## config.mk

```make
export PLATFORM = sky130hd
export DESIGN_NAME = vga_ctrl
export DESIGN_NICKNAME = d
export VERILOG_FILES = /design/src/rtl/vga_ctrl.sv
export SDC_FILE = /design/constraint.sdc
export NUM_CORES = 1
export LEC_CHECK = 0
export CELL_PAD_IN_SITES_DETAIL_PLACEMENT = 1
export CELL_PAD_IN_SITES_GLOBAL_PLACEMENT = 1
export CORE_MARGIN = 2
export CORE_UTILIZATION = 48
export DETAILED_ROUTE_END_ITERATION = 10
export PLACE_DENSITY = 0.93
export SYNTH_ARGS = -nofsm -noshare
export SYNTH_HDL_FRONTEND = slang
export SYNTH_SLANG_ARGS = --single-unit
```

## constraint.sdc

```tcl
create_clock -name i_clk -period 2.9 [get_ports i_clk]
set_input_delay 0.29 -clock i_clk [delete_from_list [all_inputs] [get_ports i_clk]]
set_output_delay 0.29 -clock i_clk [all_outputs]
set_load 0.005 [all_outputs]
```

## src/rtl/vga_ctrl.sv

```systemverilog
// ---------------------------------------------------------------------------
// vga_ctrl
// VGA 640x480@60 Hz timing generator with a built-in eight-bar colour test
// pattern. Runs from the 50 MHz system clock; a divide-by-CLK_DIV counter
// produces the 25 MHz pixel enable that advances the horizontal/vertical
// counters. All outputs are registered one i_clk after the counters.
//
// Ports:
//   i_clk       in   system clock, rising edge
//   i_rst_n     in   synchronous reset, active HIGH (1 = reset) despite name
//   o_hsync     out  horizontal sync, active low
//   o_vsync     out  vertical sync, active low
//   o_analog_r  out  red   (1 = on)
//   o_analog_g  out  green (1 = on)
//   o_analog_b  out  blue  (1 = on)
// ---------------------------------------------------------------------------
module vga_ctrl #(
    parameter int CLK_DIV  = 2,
    parameter int H_ACTIVE = 640,
    parameter int H_FP     = 16,
    parameter int H_SYNC   = 96,
    parameter int H_BP     = 48,
    parameter int V_ACTIVE = 480,
    parameter int V_FP     = 10,
    parameter int V_SYNC   = 2,
    parameter int V_BP     = 33,
    parameter int BAR_W    = 80
) (
    input  logic i_clk,
    input  logic i_rst_n,
    output logic o_hsync,
    output logic o_vsync,
    output logic o_analog_r,
    output logic o_analog_g,
    output logic o_analog_b
);

    localparam int H_TOTAL = H_ACTIVE + H_FP + H_SYNC + H_BP;
    localparam int V_TOTAL = V_ACTIVE + V_FP + V_SYNC + V_BP;
    localparam int DIV_W   = (CLK_DIV > 1) ? $clog2(CLK_DIV) : 1;

    localparam logic [DIV_W-1:0] DIV_LAST = DIV_W'(CLK_DIV - 1);
    localparam logic [9:0] H_LAST   = 10'(H_TOTAL - 1);
    localparam logic [9:0] V_LAST   = 10'(V_TOTAL - 1);
    localparam logic [9:0] H_VIS    = 10'(H_ACTIVE);
    localparam logic [9:0] V_VIS    = 10'(V_ACTIVE);
    localparam logic [9:0] HS_START = 10'(H_ACTIVE + H_FP);
    localparam logic [9:0] HS_END   = 10'(H_ACTIVE + H_FP + H_SYNC);
    localparam logic [9:0] VS_START = 10'(V_ACTIVE + V_FP);
    localparam logic [9:0] VS_END   = 10'(V_ACTIVE + V_FP + V_SYNC);
    localparam logic [9:0] BAR_DIV  = 10'(BAR_W);

    logic [DIV_W-1:0] div_cnt;
    logic [9:0]       h_cnt;
    logic [9:0]       v_cnt;
    logic             pix_en;
    logic             h_wrap;
    logic             v_wrap;

    assign pix_en = (div_cnt == DIV_LAST);
    assign h_wrap = (h_cnt == H_LAST);
    assign v_wrap = (v_cnt == V_LAST);

    // Counters: the line counter only moves on the pixel that ends a line.
    always_ff @(posedge i_clk) begin
        if (i_rst_n) begin
            div_cnt <= '0;
            h_cnt   <= '0;
            v_cnt   <= '0;
        end else begin
            div_cnt <= pix_en ? '0 : div_cnt + DIV_W'(1);
            if (pix_en) begin
                h_cnt <= h_wrap ? 10'd0 : h_cnt + 10'd1;
                if (h_wrap) begin
                    v_cnt <= v_wrap ? 10'd0 : v_cnt + 10'd1;
                end
            end
        end
    end

    logic       hsync_nxt;
    logic       vsync_nxt;
    logic       active;
    logic [2:0] bar_idx;
    logic [2:0] rgb_nxt;

    assign hsync_nxt = !((h_cnt >= HS_START) && (h_cnt < HS_END));
    assign vsync_nxt = !((v_cnt >= VS_START) && (v_cnt < VS_END));
    assign active    = (h_cnt < H_VIS) && (v_cnt < V_VIS);
    // Only meaningful inside the active area, where h_cnt / BAR_W is 0..7.
    assign bar_idx   = 3'(h_cnt / BAR_DIV);
    // Inverting the bar index gives white, yellow, magenta, red, cyan,
    // green, blue, black from left to right.
    assign rgb_nxt   = active ? ~bar_idx : 3'b000;

    always_ff @(posedge i_clk) begin
        if (i_rst_n) begin
            o_hsync    <= 1'b1;
            o_vsync    <= 1'b1;
            o_analog_r <= 1'b0;
            o_analog_g <= 1'b0;
            o_analog_b <= 1'b0;
        end else begin
            o_hsync    <= hsync_nxt;
            o_vsync    <= vsync_nxt;
            o_analog_r <= rgb_nxt[2];
            o_analog_g <= rgb_nxt[1];
            o_analog_b <= rgb_nxt[0];
        end
    end

endmodule

```

# Word level (Yosys, flattened, before mapping)
# Cells that the tools add are included.
# totals
wordCells	32
ff_bits	26
input_bits	2
out_inout_bits	5
# op_classes
n_addsub	3
muxes	2
bitwise_logic	2
div	1
n_eq_ne	2
n_reduce_logical	8
order_cmp	6
# ops
cell	n
$add A10 B1 Y10 const B	2
$eq A10 B10 Y1 const B	2
$lt A10 B10 Y1 const B	2
$lt A10 B9 Y1 const B	2
$mux W10	2
$div A10 B7 Y10 const B	1
$ge A10 B10 Y1 const B	1
$ge A10 B9 Y1 const B	1
$reduce_or A2 Y1	2
$logic_and A1 B1 Y1	3
$not A3 Y3	1
$logic_not A1 Y1	2
$reduce_and A2 Y1	1
$add A1 B1 Y1 const B	1
$not A1 Y1	1

# Depth between registers and ports, before layout
# logic_depth
word_depth	4
mapped_depth	6
depth_no_buf	6

# Least setup slack after synthesis
# OpenSTA, ideal clock, no wires.
# synth_timing
path_kind	flip-flop to flip-flop
startpoint	register h_cnt[0]
endpoint	register v_cnt[5]
required_time_ps	2829
arrival_ps	1856
synth_period_minus_slack_ps	1927
n_path_buf	1
setup_time_ps	71
setup_slack_ps	973
path_stages_with_launch	7
cell_sequence	dfxtp_1 > ha_1 > nand4_4 > or3_1 > buf_6 > or4_1 > a21oi_1
# synth_via
elab_chain_len	2
# synth_lines
element	line_no	rtl
start, declared	54	logic [9:0] h_cnt;
start signal, assigned	73	h_cnt <= h_wrap ? 10'd0 : h_cnt + 10'd1;
$eq A10 B10 Y1	61	assign h_wrap = (h_cnt == H_LAST);
$reduce_and A2 Y1 (no source line)	n/a	
end signal, assigned	75	v_cnt <= v_wrap ? 10'd0 : v_cnt + 10'd1;
end, declared	55	logic [9:0] v_cnt;
# No other way between the ends.
# A chain may end at the register's enable or synchronous reset.

# Final worst setup path
# layout_timing
startpoint	register h_cnt[9]
endpoint	register v_cnt[3]
# Same word-level chain as after synthesis.

==> results_tabular.tex <==
\begin{tabular}{lr}
\hline
Metric & Value \\
\hline
\multicolumn{2}{l}{\textbf{Layout}} \\
Number of antenna repair diodes & 0 \\
Highest-count cells in the layout ignoring fill and taps & sky130\_fd\_sc\_hd\_\_dfxtp\_1 (26), sky130\_fd\_sc\_hd\_\_nor2\_1 (19), sky130\_fd\_sc\_hd\_\_nand2\_1 (11), sky130\_fd\_sc\_hd\_\_a21oi\_1 (11), sky130\_fd\_sc\_hd\_\_nand3\_1 (9) \\
Share of final-layout standard cells stronger than drive strength 1 & 0.0506 \\
Register area & between 500 and 600 um2 \\
Non-Filler Instances & between 150 and 200 \\
Final core area utilization & 0.525 \\
Layout-stage area growth over the synthesis result & 5.33\% \\
Most common library cell in the layout ignoring fill and taps & sky130\_fd\_sc\_hd\_\_dfxtp\_1 \\
Multi-input combinational cell area & about 770 um2 \\
Fill count & 332 \\
Nets@finish & 167 \\
Post-route cell area & 1440 um2 \\
\multicolumn{2}{l}{\textbf{Drt}} \\
Antenna Nets Post-Route & 0 \\
Wirelength, routed & 3270 um \\
Iteration count of the initial detailed-routing pass & 4 \\
Post-detailed-route via-to-cell ratio & slightly above 6 \\
Detailed-route DRC error count & 0 \\
1st-iter DRT viols & 47 \\
Vias & 1,172 \\
Routed wire per std cell & about 17 um \\
\multicolumn{2}{l}{\textbf{Synthesis}} \\
Ys flop type & sky130\_fd\_sc\_hd\_\_dfxtp\_1 \\
Netlist area before placement & 1360 um2 \\
Synthesized Nets & between 150 and 200 \\
Post-synthesis average cell area & 8.57 um2 \\
Post-Synthesis Cells & 159 \\
Count of flip-flops with a built-in enable after synthesis & 0 \\
Sequential-to-total area share from yosys stat & 0.382 \\
Total of warnings raised by yosys & 0 \\
Share of flip-flops with an asynchronous set or reset after synthesis & 0 \\
Flip-flop and latch count after synthesis & 26 \\
Post-synthesis cell type count & about 40 \\
\multicolumn{2}{l}{\textbf{Flow run}} \\
Max-cap violations & 0 \\
\multicolumn{2}{l}{\textbf{Die}} \\
IO Count & 7 \\
Die extent in x & 57.3 um \\
Cell Rows & 19 \\
Initial Utilization & 0.498 \\
Core Region & $\sim$2700 um2 \\
Area enclosed by the die boundary & 3280 um2 \\
Die height & approximately 57 um \\
\multicolumn{2}{l}{\textbf{Clocking}} \\
Cts repair resizes & 0 \\
Clock latency on the worst-skew pair & 0.32 ns \\
TritonCTS clock tree & done \\
Clock tree root buffer cell & sky130\_fd\_sc\_hd\_\_clkbuf\_4 \\
Level count of the clock H-tree & 1 \\
Clock Tree Buf Depth & 2 \\
Number of clock sinks & 26 \\
Post-CTS Setup Inserts & 0 \\
Hold buffer count at CTS & 0 \\
CTS clock-pin slew for the worst setup and hold paths & 0.14 ns \\
Clock buffer count from CTS & 3 \\
\multicolumn{2}{l}{\textbf{Worst setup path}} \\
Kind of launch point of the worst setup path & register \\
Delay of the slowest cell on the worst path & 0.59 ns \\
Crit-path slowest cell & sky130\_fd\_sc\_hd\_\_o21bai\_1 \\
Worst reg-to-reg path cell count & 4 \\
CP cell instances & nand4b\_1, or3\_1, o21bai\_1, nor2\_1 \\
Worst endpoint data arrival time & 2.42 ns \\
Maximum fanout along the worst path & 11 \\
Worst reg2reg setup slack & 0.67 ns \\
Required @ worst endpoint & 3.09 ns \\
Type of element capturing the critical path & register \\
Critical path start-end classification & register to register \\
\multicolumn{2}{l}{\textbf{Placed design}} \\
Number of cells in the design after placement & between 150 and 200 \\
Total cell area at the placement stage & between 1000 and 1500 um2 \\
Gpl congestion & 0.757 \\
Pre-CTS setup slack & between 0.7 and 0.8 ns \\
HPWL after detailed placement & 2370 um \\
Buffers on Ports & 6 \\
\multicolumn{2}{l}{\textbf{Worst hold path}} \\
Number of cells on the worst hold path & 2 \\
Classification of the worst-slack hold path & register to register \\
\multicolumn{2}{l}{\textbf{Global route}} \\
Residual overflow from global routing & 0 \\
Total GRT Usage & 0.230 \\
Maximum number of pins on one net before global-route repair & 14 \\
First-pass GRT wire length & about 5900 um \\
Vias in the first global route & 1,226 \\
Initial antenna violation count & 0 \\
\multicolumn{2}{l}{\textbf{Timing}} \\
Final hold viol count & 0 \\
Maximum clock frequency & between 400 and 500 MHz \\
Final period demand of the worst path & 2.23 ns \\
Setup repair after global routing missed its margin & no \\
Clk\_skew & 0.00868 ns \\
Worst-Margin Slew & 0.659 ns \\
Min Hold Slack & 0.531 ns \\
Slew Limit Headroom & 0.560 \\
Final setup violating endpoints & 0 \\
Worst-case setup margin in the final layout & 0.672 ns \\
Sum of negative setup slack & 0 ns \\
Final clock period utilization by the worst path & 0.768 \\
Count of final max-slew check failures & 0 \\
\multicolumn{2}{l}{\textbf{Outcome}} \\
Outcome & finished clean \\
\multicolumn{2}{l}{\textbf{Power and ir drop}} \\
Final Power & 546 uW \\
VDD IR-drop max & $\sim$0.00025 V \\
Pwr Density & approximately 380 nW/um2 \\
Leakage & 0.473 nW \\
\hline
\end{tabular}
metal layers:
metal | global-route usage | vias to the layer above | wire length [um]
met5 | 0 | - | 0
met4 | 0.0631 | 0 | 18
met3 | 0.0340 | 2 | 105
met2 | 0.392 | 23 | 1670
met1 | 0.304 | 579 | 1480
li1 | - | 568 | -
synth_stat cells (3+ instances only):
library cell               number  area, um2
sky130_fd_sc_hd__ha_1           5       62.6
sky130_fd_sc_hd__nand4_1        3       18.8
sky130_fd_sc_hd__clkbuf_1       6       22.5
sky130_fd_sc_hd__or4_1          4       30.0
sky130_fd_sc_hd__nor3_1         4       20.0
sky130_fd_sc_hd__nand2_1       11       41.3
sky130_fd_sc_hd__nand3_1        9       45.0
sky130_fd_sc_hd__buf_2          3       15.0
sky130_fd_sc_hd__and4_1         3       26.3
sky130_fd_sc_hd__xor2_1         6       52.6
sky130_fd_sc_hd__inv_1          6       22.5
sky130_fd_sc_hd__o31ai_1        5       37.5
sky130_fd_sc_hd__nor2_1        19       71.3
sky130_fd_sc_hd__or3_1          3       18.8
sky130_fd_sc_hd__o21ai_0        3       15.0
sky130_fd_sc_hd__a21oi_1       11       55.1
sky130_fd_sc_hd__dfxtp_1       26        521
sky130_fd_sc_hd__xnor2_1        5       43.8
logic make-up after synthesis:
logic type      after synthesis  share of synthesized area
compound gates               27                      0.129
xor+xnor                     11                     0.0707
fa+ha+maj                     6                     0.0533
buf+inv                      16                     0.0523
flops                        26                      0.382
mux                           1                    0.00735
simple gates                 72                      0.305
final cells by class:
type	count	share of cell area
clock buffers	3	0.0157
multi-input cells	117	0.537
inverters	6	0.0157
well taps	31	0.0270
flip-flops and latches	26	0.363
repair buffers	6	0.0418
worst paths after layout:
kind	start	to
setup / recovery	h_cnt[9]	v_cnt[3]
hold / removal	v_cnt[8]	v_cnt[8]
setup reg to reg	h_cnt[9]	v_cnt[3]
hold reg to reg	v_cnt[8]	v_cnt[8]
registers in the layout, indices dropped and copies added (netlist names):
| signal | cells |
|---|---|
| div_cnt | 1 |
| o_analog_g | 1 |
| o_vsync | 1 |
| o_analog_b | 1 |
| o_hsync | 1 |
| h_cnt | 10 |
| v_cnt | 10 |
| o_analog_r | 1 |
power by group:
group | internal [mW] | switching, mW
clock network | 0.0486 | 0.104
registers | 0.363 | 0.00569
logic | 0.0115 | 0.0132
total | 0.423 | 0.123
worst max-delay path: cells and delay by family (launching register included):
kind	cells	cell delay [ns]
and+or+nand+nor	3	0.93
DFF	1	0.58
AOI/OAI and AO/OA	1	0.59
Note: power is estimated with default switching activity, not from simulation.
==> edit: new RTL, same settings <==
The parameter `CLK_DIV` goes from 2 to 4.
--- a/src/rtl/vga_ctrl.sv
+++ b/src/rtl/vga_ctrl.sv
@@ -17,3 +17,3 @@
 module vga_ctrl #(
-    parameter int CLK_DIV  = 2,
+    parameter int CLK_DIV  = 4,
     parameter int H_ACTIVE = 640,
Function: no difference found for any inputs over 10 cycles, from zero or initial values and one cycle with i_rst_n high; that may be too few to reach the edited logic, so the function may still have changed.
==> edit against the unedited design <==
Count of clock-buffer cells in the layout did not move. Clock power rose by 7%. Clock skew fell by 0.0041 ns. Worst setup slack improved by 0.018 ns. Area after synthesis is 1.8% lower. Core utilization increased by 0.51 points. Final area is essentially flat. Wire length shrank 6.4%. Sequential cell count up 1. Total power grew 4.8%. Maximum frequency is 0.83% higher. Via count shrank 5.5%. Critical endpoint is now v_cnt[8]. Highest routed layer unchanged.
==> edit: results <==
group,metric,value,unit
cells_and_area,instances_no_fill,185,
synth,ys_seq_area_share,40.4,%
worst_setup_path,cpPeakStageDelay,0.52,ns
routing,via_per_inst,5.99,
worst_setup_path,cp.arrival,2.47,ns
placement,place_congestion,0.800,
routing,wl_per_cell,16.6,µm
clock_network,cts_setup_buffers,0,
timing,max_slew.worst_pin.slew,0.618,ns
timing,fin_worst_skew,0.00456,ns
clock_network,clockBufferDepth,2,
power,peakVddDrop,0.000344,V
routing,drtPass1Iterations,4,
placement,hpwl,2290,µm
status,status,"complete, no violations",
synth,synth_common_cells,"dfxtp_1, nor3_1, nor2_1",
worst_setup_path,worst_path_max_delay_cell,"or4_1",
routing,remaining_drc_errors,0,
clock_network,cts-root-buf,"clkbuf_4",
clock_network,clock_latency,0.32,ns
cells_and_area,fillerInstances,329,
cells_and_area,drive_above_1_share,3.90,%
synth,async_flop_share,0,%
synth,ys_types,35,
cells_and_area,fin_nets,163,
synth,synthCells,152,
placement,portBuffers,6,
worst_setup_path,cp_max_fo,10,
clock_network,clkSlewWorstSetupHoldPaths,0.15,ns
power,p_leak,0.000476,µW
global_routing,track_usage,20.8,%
global_routing,grt_max_degree,18,
global_routing,grt_pass1_vias,1140,
placement,dp_cells,181,
synth,ys_top_cells_by_area,"dfxtp_1, xnor2_1, ha_1, nor3_1, nor2_1",
routing,drt_iter0_markers,39,
cells_and_area,top_regs,"h_cnt x10, v_cnt x10, div_cnt x2",
global_routing,antenna_found_initial,0,
global_routing,grt_pass1_wl,5290,µm
clock_network,numCtsBuffers,3,
-- edit: final cells by class --
cell class                 instances  area [µm²]  area share, %
multi-input combinational        109         736           51.2
sequential                        27         541           37.6
timing repair buffer               7        67.6           4.70
tap                               31        38.8           2.70
inverter                           7        26.3           1.83
clock buffer                       3        22.5           1.57
clock inverter                     1        5.00          0.348
-- edit: worst paths after layout --
path | startpoint | end | slack [ns] | cells after the start
worst min register to register | div_cnt[0] | div_cnt[0] | 0.45 | 1
worst max register to register | div_cnt[0] | v_cnt[8] | 0.69 | 5
worst max-delay path | div_cnt[0] | v_cnt[8] | 0.69 | 5
worst min-delay path | div_cnt[0] | div_cnt[0] | 0.45 | 1
-- edit: critical path, delay by kind of cell, from the launching register on --
family,cells,cell delay (ns)
AND/OR/NAND/NOR,3,1.24
flip-flops,1,0.37
adder cells (fa/ha/maj),1,0.36
AO/OA/AOI/OAI,1,0.17
-- edit: cell families (layout without fill, tap and decap cells) --
| logic type | count (synthesis) | count (layout) | synth area share (%) |
|---|---|---|---|
| muxes | 1 | 1 | 0.748 |
| adders and majority gates | 7 | 7 | 6.36 |
| buffers and inverters | 16 | 18 | 4.58 |
| and+or+nand+nor | 67 | 67 | 30.1 |
| AOI/OAI and AO/OA | 20 | 20 | 8.61 |
| xor gates and xnor gates | 14 | 14 | 9.17 |
| DFF | 27 | 27 | 40.4 |
-- edit: layer usage --
| layer | routed length [µm] | GRT usage (%) |
|---|---|---|
| met5 | 0 | 0 |
| met2 | 1470 | 33.9 |
| met3 | 67 | 2.53 |
| met1 | 1450 | 27.5 |
| met4 | 77 | 8.97 |
-- edit: report_power, final --
group	internal, µW	switching, µW
clock network	51.7	112
logic	12.6	14.4
registers	378	3.87
-- edit: through the flow --
step	instance area, µm²	setup slack [ns]	total power [µW]	util, %
2_1_floorplan	1340	0.943	406	-
3_3_place_gp	1410	0.854	414	52.0
3_5_place_dp	1410	0.722	418	52.0
4_1_cts	1440	0.702	579	53.0
5_1_grt	1440	0.567	596	53.0
6_report	1440	0.690	573	53.0
